[src/rtl/rip_branch_predictor_const.sv]
// ---------------------------------------------------------------------------
// rip_branch_predictor_const
//   Shared branch-predictor types.
//   bp_index_t    : predictor table index
//   bp_weight_t   : predictor weight / counter value
//   bp_snapshot_t : per-branch snapshot held in the update queue
// ---------------------------------------------------------------------------
package rip_branch_predictor_const;

    localparam int BP_INDEX_W  = 8;
    localparam int BP_WEIGHT_W = 6;

    typedef logic [BP_INDEX_W-1:0]  bp_index_t;
    typedef logic [BP_WEIGHT_W-1:0] bp_weight_t;

    typedef struct packed {
        bp_index_t  index;
        bp_weight_t weight;
        logic       pred;
    } bp_snapshot_t;

endpackage

[src/rtl/rip_bp_update_queue_if.sv]
// ---------------------------------------------------------------------------
// rip_bp_update_queue_if
//   Fetch/execute-facing bus of the branch-predictor update queue.
//   push_*    : fetch side, records a branch snapshot
//   resolve_* : execute side, resolves the oldest branch
//   update_*  : predictor write port, plus resolved direction and mispredict
//   master    : pipeline side; slave : the queue
// ---------------------------------------------------------------------------
interface rip_bp_update_queue_if;
    import rip_branch_predictor_const::*;

    logic       push_valid;
    bp_index_t  push_index;
    bp_weight_t push_weight;
    logic       push_pred;
    logic       push_ready;

    logic       resolve_valid;
    logic       resolve_taken;

    logic       update;
    bp_index_t  update_index;
    bp_weight_t update_weight;
    logic       actual;
    logic       mispredict;

    modport master (
        output push_valid, push_index, push_weight, push_pred,
        output resolve_valid, resolve_taken,
        input  push_ready,
        input  update, update_index, update_weight, actual, mispredict
    );

    modport slave (
        input  push_valid, push_index, push_weight, push_pred,
        input  resolve_valid, resolve_taken,
        output push_ready,
        output update, update_index, update_weight, actual, mispredict
    );

endinterface

[src/rtl/rip_bp_update_queue.sv]
// ---------------------------------------------------------------------------
// rip_bp_update_queue
//   In-order FIFO of predictor snapshots between fetch and execute. The oldest
//   entry is popped when execute resolves it; one cycle later the predictor
//   update port is driven with that entry. A mispredicted pop discards all
//   younger (wrong-path) entries.
//   clk, rstn     : clock, synchronous active-low reset
//   stall         : freezes push/resolve, suppresses update
//   flush         : empties the queue, highest priority
//   bus           : push / resolve / update signals (slave modport)
//   count         : occupancy
//   underflow_err : sticky, resolve seen while empty
// ---------------------------------------------------------------------------
module rip_bp_update_queue
    import rip_branch_predictor_const::*;
#(
    parameter int DEPTH = 4
) (
    input  logic                      clk,
    input  logic                      rstn,
    input  logic                      stall,
    input  logic                      flush,
    rip_bp_update_queue_if.slave      bus,
    output logic [$clog2(DEPTH):0]    count,
    output logic                      underflow_err
);

    localparam int AW = $clog2(DEPTH);
    localparam int PW = AW + 1;

    // pointers carry a wrap bit, so occupancy is simply their difference
    logic [PW-1:0] wr_ptr_q, wr_ptr_d;
    logic [PW-1:0] rd_ptr_q, rd_ptr_d;
    bp_snapshot_t  mem_q [DEPTH];
    bp_snapshot_t  mem_d [DEPTH];

    logic          update_q, update_d;
    bp_index_t     update_index_q, update_index_d;
    bp_weight_t    update_weight_q, update_weight_d;
    logic          actual_q, actual_d;
    logic          mispredict_q, mispredict_d;
    logic          underflow_q, underflow_d;

    logic          empty, full;
    logic          pop, pop_mispredict, push;
    bp_snapshot_t  head;

    assign count = wr_ptr_q - rd_ptr_q;
    assign empty = (count == '0);
    assign full  = (count == PW'(DEPTH));
    assign head  = mem_q[rd_ptr_q[AW-1:0]];

    assign pop            = bus.resolve_valid & ~empty & ~stall & ~flush;
    assign pop_mispredict = pop & (head.pred ^ bus.resolve_taken);
    // a push racing a mispredicted pop is on the wrong path
    assign push           = bus.push_valid & ~full & ~stall & ~flush & ~pop_mispredict;

    always_comb begin
        wr_ptr_d = wr_ptr_q + PW'(push);

        rd_ptr_d = rd_ptr_q;
        if (flush || pop_mispredict) begin
            rd_ptr_d = wr_ptr_q;
        end else if (pop) begin
            rd_ptr_d = rd_ptr_q + PW'(1);
        end

        mem_d = mem_q;
        if (push) begin
            mem_d[wr_ptr_q[AW-1:0]] = '{index:  bus.push_index,
                                        weight: bus.push_weight,
                                        pred:   bus.push_pred};
        end

        update_d        = pop;
        mispredict_d    = pop_mispredict;
        update_index_d  = update_index_q;
        update_weight_d = update_weight_q;
        actual_d        = actual_q;
        if (pop) begin
            update_index_d  = head.index;
            update_weight_d = head.weight;
            actual_d        = bus.resolve_taken;
        end

        underflow_d = underflow_q | (bus.resolve_valid & empty & ~stall & ~flush);
    end

    always_ff @(posedge clk) begin
        if (!rstn) begin
            wr_ptr_q        <= '0;
            rd_ptr_q        <= '0;
            update_q        <= 1'b0;
            update_index_q  <= '0;
            update_weight_q <= '0;
            actual_q        <= 1'b0;
            mispredict_q    <= 1'b0;
            underflow_q     <= 1'b0;
        end else begin
            wr_ptr_q        <= wr_ptr_d;
            rd_ptr_q        <= rd_ptr_d;
            update_q        <= update_d;
            update_index_q  <= update_index_d;
            update_weight_q <= update_weight_d;
            actual_q        <= actual_d;
            mispredict_q    <= mispredict_d;
            underflow_q     <= underflow_d;
        end
    end

    // entry contents need no reset; validity is tracked by the pointers
    always_ff @(posedge clk) begin
        mem_q <= mem_d;
    end

    assign bus.push_ready    = ~full;
    assign bus.update        = update_q;
    assign bus.update_index  = update_index_q;
    assign bus.update_weight = update_weight_q;
    assign bus.actual        = actual_q;
    assign bus.mispredict    = mispredict_q;
    assign underflow_err     = underflow_q;

endmodule

[src/flat_wrapper.sv]
// flat-port wrapper written by rule: the top's interface ports become plain ports
module rip_bp_update_queue_flat import rip_branch_predictor_const::*;
#(
    parameter int DEPTH = 4
)
  (clk, rstn, stall, flush, count, underflow_err, bus_push_valid, bus_push_index, bus_push_weight, bus_push_pred, bus_resolve_valid, bus_resolve_taken, bus_push_ready, bus_update, bus_update_index, bus_update_weight, bus_actual, bus_mispredict);
  rip_bp_update_queue_if bus_i ();
  input  logic clk;
  input  logic rstn;
  input  logic stall;
  input  logic flush;
  output logic [$clog2(DEPTH):0] count;
  output logic underflow_err;
  input wire logic [$bits(bus_i.push_valid)-1:0] bus_push_valid;
  input wire logic [$bits(bus_i.push_index)-1:0] bus_push_index;
  input wire logic [$bits(bus_i.push_weight)-1:0] bus_push_weight;
  input wire logic [$bits(bus_i.push_pred)-1:0] bus_push_pred;
  input wire logic [$bits(bus_i.resolve_valid)-1:0] bus_resolve_valid;
  input wire logic [$bits(bus_i.resolve_taken)-1:0] bus_resolve_taken;
  output wire logic [$bits(bus_i.push_ready)-1:0] bus_push_ready;
  output wire logic [$bits(bus_i.update)-1:0] bus_update;
  output wire logic [$bits(bus_i.update_index)-1:0] bus_update_index;
  output wire logic [$bits(bus_i.update_weight)-1:0] bus_update_weight;
  output wire logic [$bits(bus_i.actual)-1:0] bus_actual;
  output wire logic [$bits(bus_i.mispredict)-1:0] bus_mispredict;
  assign bus_i.push_valid = bus_push_valid;
  assign bus_i.push_index = bus_push_index;
  assign bus_i.push_weight = bus_push_weight;
  assign bus_i.push_pred = bus_push_pred;
  assign bus_i.resolve_valid = bus_resolve_valid;
  assign bus_i.resolve_taken = bus_resolve_taken;
  assign bus_push_ready = bus_i.push_ready;
  assign bus_update = bus_i.update;
  assign bus_update_index = bus_i.update_index;
  assign bus_update_weight = bus_i.update_weight;
  assign bus_actual = bus_i.actual;
  assign bus_mispredict = bus_i.mispredict;
  rip_bp_update_queue #(.DEPTH(DEPTH)) u_core (.clk(clk), .rstn(rstn), .stall(stall), .flush(flush), .bus(bus_i), .count(count), .underflow_err(underflow_err));
endmodule
[config.mk]
export PLATFORM = sky130hd
export DESIGN_NAME = rip_bp_update_queue_flat
export DESIGN_NICKNAME = d
export VERILOG_FILES = /design/src/rtl/rip_branch_predictor_const.sv /design/src/rtl/rip_bp_update_queue_if.sv /design/src/rtl/rip_bp_update_queue.sv /design/src/flat_wrapper.sv
export SDC_FILE = /design/constraint.sdc
export NUM_CORES = 1
export LEC_CHECK = 0
export ABC_AREA = 1
export CORE_MARGIN = 4
export CORE_UTILIZATION = 49
export CTS_CLUSTER_SIZE = 14
export DETAILED_ROUTE_END_ITERATION = 8
export GPL_TIMING_DRIVEN = 0
export HOLD_SLACK_MARGIN = 0.05
export PLACE_DENSITY = 0.75
export SYNTH_ARGS = -nofsm -noshare
export SYNTH_HDL_FRONTEND = slang
export SYNTH_SLANG_ARGS = --single-unit
[constraint.sdc]
create_clock -name clk -period 2.6 [get_ports clk]
set_clock_uncertainty 0.05 [all_clocks]
set_input_delay 0.39 -clock clk [delete_from_list [all_inputs] [get_ports clk]]
set_output_delay 0.39 -clock clk [all_outputs]
set_load 0.005 [all_outputs]
### Word-level counts from Yosys, hierarchy flattened

Cells that the tools add are included.

| word-level totals | value |
|---|---|
| output and inout port bits | 22 |
| register bits | 84 |
| input bits | 22 |

| operators by class | value |
|---|---|
| order comparisons | 3 |
| reductions and logical operators | 4 |
| add/subtract/negate cells | 3 |
| eq/ne operators | 1 |
| multiplexer cells | 8 |
| bitwise gates (word level) | 20 |

Operators with widths:

| operator | count |
|---|---|
| $bwmux 60 | 1 |
| $mux 15 | 3 |
| $bmux 15 s2 | 1 |
| $demux 15 s2 | 1 |
| $and 1x1->1 | 11 |
| $ge 3x3->1 const B | 2 |
| $mux 3 | 2 |
| $not 2->3 | 2 |
| $not 1->1 | 5 |
| $add 3x1->3 | 1 |
| $add 3x1->3 const B | 1 |
| $eq 3x3->1 const B | 1 |
| $logic_not 3->1 | 1 |
| $lt 3x1->1 const B | 1 |
| $sub 3x3->3 | 1 |
| $reduce_bool 2->1 | 1 |
| $logic_and 1x1->1 | 1 |
| $logic_or 1x1->1 | 1 |
| $or 1x1->1 | 1 |
| $xor 1x1->1 | 1 |

### Longest topological paths before layout

Gate-level depths: netlist of run 1.

| logic depth | value |
|---|---|
| depth after elaboration | 10 |
| gate-level depth with buffers | 15 |
| depth with buffers taken out | 15 |

### Least setup slack after synthesis of run 1

Ideal clock, no wire load.

| timing path | value |
|---|---|
| kind | flip-flop to flip-flop |
| from | register u_core.wr_ptr_q[0] |
| to | register u_core.mem_q[0] in the netlist's numbering, enable pin |
| cell stages (with the launch flop) | 12 |
| setup time | 0.375 ns |
| required time | 2.175 ns |
| period minus slack after synthesis | 2.546 ns |
| data arrival time | 2.122 ns |
| buffers on the path | 0 |
| slack | 0.054 ns |
| path through | dfxtp_1 > inv_1 > ha_1 > fa_1 > nand2_1 > inv_2 > nand3_4 > nand2_2 > nand2_4 > nand2_4 > nand4_4 > nor2_2 |

| between the ends | value |
|---|---|
| word-level cells in the longest chain between the ends | 9 |
| elaborated cells between the ends (all ways) | 14 |
| classes of those cells | 1 x add/sub; 1 x eq/ne; 11 x bitwise; 1 x reduce/logical |

Ends and longest elaborated chain:

| item | RTL line | text |
|---|---|---|
| start: declaration | rip_bp_update_queue.sv:32 | `logic [PW-1:0] wr_ptr_q, wr_ptr_d;` |
| start signal: assignment | rip_bp_update_queue.sv:100 | `wr_ptr_q <= wr_ptr_d;` |
| $sub 3x3->3 * | rip_bp_update_queue.sv:48 | `assign count = wr_ptr_q - rd_ptr_q;` |
| $logic_not 3->1 | rip_bp_update_queue.sv:49 | `assign empty = (count == '0);` |
| $not 1->1 | rip_bp_update_queue.sv:53 | `assign pop = bus.resolve_valid & ~empty & ~stall & ~flush;` |
| $and 1x1->1 (3 in series) | rip_bp_update_queue.sv:53 |  |
| $and 1x1->1 | rip_bp_update_queue.sv:54 | `assign pop_mispredict = pop & (head.pred ^ bus.resolve_taken);` |
| $not 1->1 | rip_bp_update_queue.sv:56 | `assign push = bus.push_valid & ~full & ~stall & ~flush & ~pop_mispredict;` |
| $and 1x1->1 * | rip_bp_update_queue.sv:56 |  |
| end signal: assignment | rip_bp_update_queue.sv:113 | `mem_q <= mem_d;` |
| end: declaration | rip_bp_update_queue.sv:34 | `bp_snapshot_t mem_q [DEPTH];` |

Mark *: on every way between the ends. The rest lies on a longest branch, timed or not.
A chain may end at the register's enable or synchronous reset.

### Worst setup path after layout of run 1

| timing path | value |
|---|---|
| from | register u_core.rd_ptr_q[0] |
| to | output port bus_push_ready |

| between the ends | value |
|---|---|
| word-level cells in the longest chain between the ends | 3 |

Ends and longest elaborated chain:

| item | RTL line | text |
|---|---|---|
| start: declaration | rip_bp_update_queue.sv:33 | `logic [PW-1:0] rd_ptr_q, rd_ptr_d;` |
| start signal: assignment | rip_bp_update_queue.sv:101 | `rd_ptr_q <= rd_ptr_d;` |
| $sub 3x3->3 | rip_bp_update_queue.sv:48 |  |
| $eq 3x3->1 | rip_bp_update_queue.sv:50 | `assign full = (count == PW'(DEPTH));` |
| $not 1->1 | rip_bp_update_queue.sv:116 | `assign bus.push_ready = ~full;` |
| end: declaration | flat_wrapper.sv:20 | `output wire logic [$bits(bus_i.push_ready)-1:0] bus_push_ready;` |

Every way passes these cells.

==> metrics.txt, run 1 <==
Worst Max-Slew Pin Slew a little over 0.6 ns; grt total ovfl 0; Initial Util 51.7%; Final Cell Area 4250 µm²; slowest CP cell fa_2; critical-path maximum fanout 8; CTS tree done; max incr delay on CP 0.53 ns; post-DR vias/cell 5.28; final wirelength 6.99 mm; post-synthesis cell count 295; Yosys reg bits 84; final non-filler cell total between 400 and 500; arrival time of the worst setup path approximately 2.0 ns; clock buffer depth 2; die footprint approximately 8000 µm²; final-report setup violation count 0; Fill cells 472; cells along the critical path ha_2, fa_2, nand2_1, inv_2, buf_4, nand2_2, dlygate4sd2_1; Final #Nets 388; DR iter-0 viols 140; fin worst setup slack 0.124 ns; Setup Total Neg Slack 0 ns; final core occ 65.4%; Seq/Total Area, Yosys between 60% and 70%; Bufs and invs on worst path 3; vias after detailed routing between 2000 and 2500; DRC viols 0; initial antenna violation count 0; worst min path class reg -> reg; YS warnings 0; most common cell after layout, fill and taps aside edfxtp_1; Placed Area 3890 µm²; max_cap viols 0; worst path required time 2.16 ns; Total Routing Usage GR 17.5%; Cell variety after synth 29; Slew Limit Headroom 59.4%; routability cong. 0.828; area grow syn2layout 26.5%; FMAX 404 MHz; dpl ws -0.401 ns; combinational power share 16.2%; minimum clock period 2.48 ns; Antenna Nets Post-Route 0; CP Capture Type output port; Tcrit/Tclk final between 90% and 100%; Seq pwr share 52.5%; H-tree depth 3; Pre-Repair DR Iteration Count 4; clk sinks 84; switching power 0.733 mW; clock network power share 31.3%; clock slew at reported path FFs ~0.080 ns; DP HPWL around 4.5 mm; Slew Limit Fails 0; row cnt 29; die height 90.8 µm; Top-Level Pins 44; layout cells sized above 1 15.8%; pwr/cell area slightly below 700 nW/µm²; pin count of the biggest net entering global routing 16; total CTS buffers 9; cell internal pwr 2.13 mW; type of origin of the critical path flop; CTS root buffer clkbuf_8; Core ar. 6490 µm²; CP top delay family adder cells; sw frac 25.6%; Syn Area/Cell 11.4 µm²; post-DR wirelength/cell 15.8 µm; first-pass GRT wire length 11.0 mm; Clock Latency Late Sink between 0.3 and 0.4 ns; dpl cells slightly above 400; Synth Cell Area 3360 µm²; Pleak 1.55 nW; Final Hold Fails 0; commonest cells after routing, fill and taps aside edfxtp_1 (60), nor2_1 (59), clkdlybuf4s50_1 (42); vias in the first global route roughly 2300; peak supply drop 0.407 mV; Crit Path Class reg -> out; port bufs 43; Die W 90.8 µm; status complete, no violations; syn_nets 322; ANT cells 0
## synth_stat cells
master / count / share of area (%)
a21oi_1: 6 / 0.89
buf_4: 3 / 0.67
xnor2_1: 1 / 0.26
nand4_4: 1 / 0.63
o22ai_1: 14 / 2.6
nor2_2: 4 / 0.74
dfxtp_1: 24 / 14
nor3_1: 2 / 0.30
fa_1: 1 / 0.60
nand4_1: 1 / 0.19
buf_6: 1 / 0.34
inv_4: 1 / 0.19
buf_2: 1 / 0.15
o21ai_1: 22 / 3.3
nand3_4: 1 / 0.52
a21oi_2: 1 / 0.26
clkbuf_1: 7 / 0.78
xor2_1: 1 / 0.26
nand2_4: 4 / 1.3
ha_1: 4 / 1.5
nand2_2: 3 / 0.56
o21ai_0: 24 / 3.6
nand2_1: 22 / 2.5
edfxtp_1: 60 / 54
inv_2: 4 / 0.45
nand3_2: 1 / 0.30
nand3_1: 6 / 0.89
nor2_1: 59 / 6.6
inv_1: 16 / 1.8
## per-stage QoR
stage	hold slack, ns	power [mW]
floorplan	0.397	1.78
global placement	0.385	1.95
detailed placement	0.391	1.96
CTS	0.403	2.87
global route	0.418	2.99
finish	0.399	2.87
## logic make-up (layout without fill, tap and decap cells)
logic type,count (synthesis),after routing,synth area share (%)
xor gates and xnor gates,2,2,0.521
and+or+nand+nor,104,104,14.5
AOI/OAI and AO/OA,67,67,10.6
buffers and inverters,33,104,4.36
DFF,84,84,67.9
adders and majority gates,5,5,2.08
## state kept, by name, indices dropped and copies added (netlist names)
register                  flops
u_core.mem_q                 60
u_core.underflow_err          1
u_core.wr_ptr_q               3
u_core.bus.update             1
u_core.bus.mispredict         1
u_core.bus.update_weight      6
u_core.bus.update_index       8
u_core.bus.actual             1
u_core.rd_ptr_q               3
## path summary, 6_finish.rpt
kind,to,start,slack [ns],cells after the start
hold / removal,u_core.underflow_err$_SDFF_PN0_,u_core.underflow_err$_SDFF_PN0_,0.40,2
setup / recovery,bus_push_ready,u_core.rd_ptr_q[0]$_SDFFE_PN0P_,0.12,7
setup reg to reg,u_core.mem_q[57]$_DFFE_PP_,u_core.rd_ptr_q[0]$_SDFFE_PN0P_,0.15,11
hold reg to reg,u_core.underflow_err$_SDFF_PN0_,u_core.underflow_err$_SDFF_PN0_,0.40,2
## worst min-delay path: cells and delay by family (launching register included)
kind            cells  cell delay (ns)
flops               1             0.31
compound gates      1             0.05
buf+inv             1             0.04
## power groups by stage
stage | registers, mW | logic, mW | clock network (mW)
4_1_cts | 1.50 | 0.446 | 0.917
2_1_floorplan | 1.53 | 0.248 | 0
3_5_place_dp | 1.53 | 0.428 | 0
5_1_grt | 1.51 | 0.512 | 0.970
6_report | 1.50 | 0.464 | 0.897
3_3_place_gp | 1.53 | 0.418 | 0
## layout make-up
type | count | area (µm²) | area share [%]
inverters | 21 | 81.3 | 1.91
flip-flops and latches | 84 | 2290 | 53.8
clock buffers | 10 | 128 | 3.00
plain buffers | 12 | 65.1 | 1.53
repair buffers | 55 | 569 | 13.4
well taps | 77 | 96.3 | 2.27
clock inverters | 6 | 62.6 | 1.47
multi-input cells | 178 | 960 | 22.6
## timing repair
item                       CTS  global route
resized for setup           10             3
hold buffers                 0             0
buffers inserted             7             5
pin swaps                    4             1
gates cloned                 0             0
setup endpoints to repair   62            63
## per-layer routing
layer | wire length (µm) | vias up | GRT usage, %
li1 | - | 1159 | -
met1 | 2830 | 1089 | 20.3
met2 | 3640 | 79 | 30.1
met3 | 405 | 12 | 3.67
met4 | 108 | 0 | 9.80
met5 | 0 | - | 0
(Power assumes the default switching activity.)
==> run 2, diff against run 1 <==
--- a/config.mk
+++ b/config.mk
@@ -13,6 +13,7 @@
 export GPL_TIMING_DRIVEN = 0
 export HOLD_SLACK_MARGIN = 0.05
 export PLACE_DENSITY = 0.75
+export SLEW_MARGIN = 10
 export SYNTH_ARGS = -nofsm -noshare
 export SYNTH_HDL_FRONTEND = slang
 export SYNTH_SLANG_ARGS = --single-unit
==> results of run 2 <==
No change in the layout: final DEF, timing and power equal those of run 1.
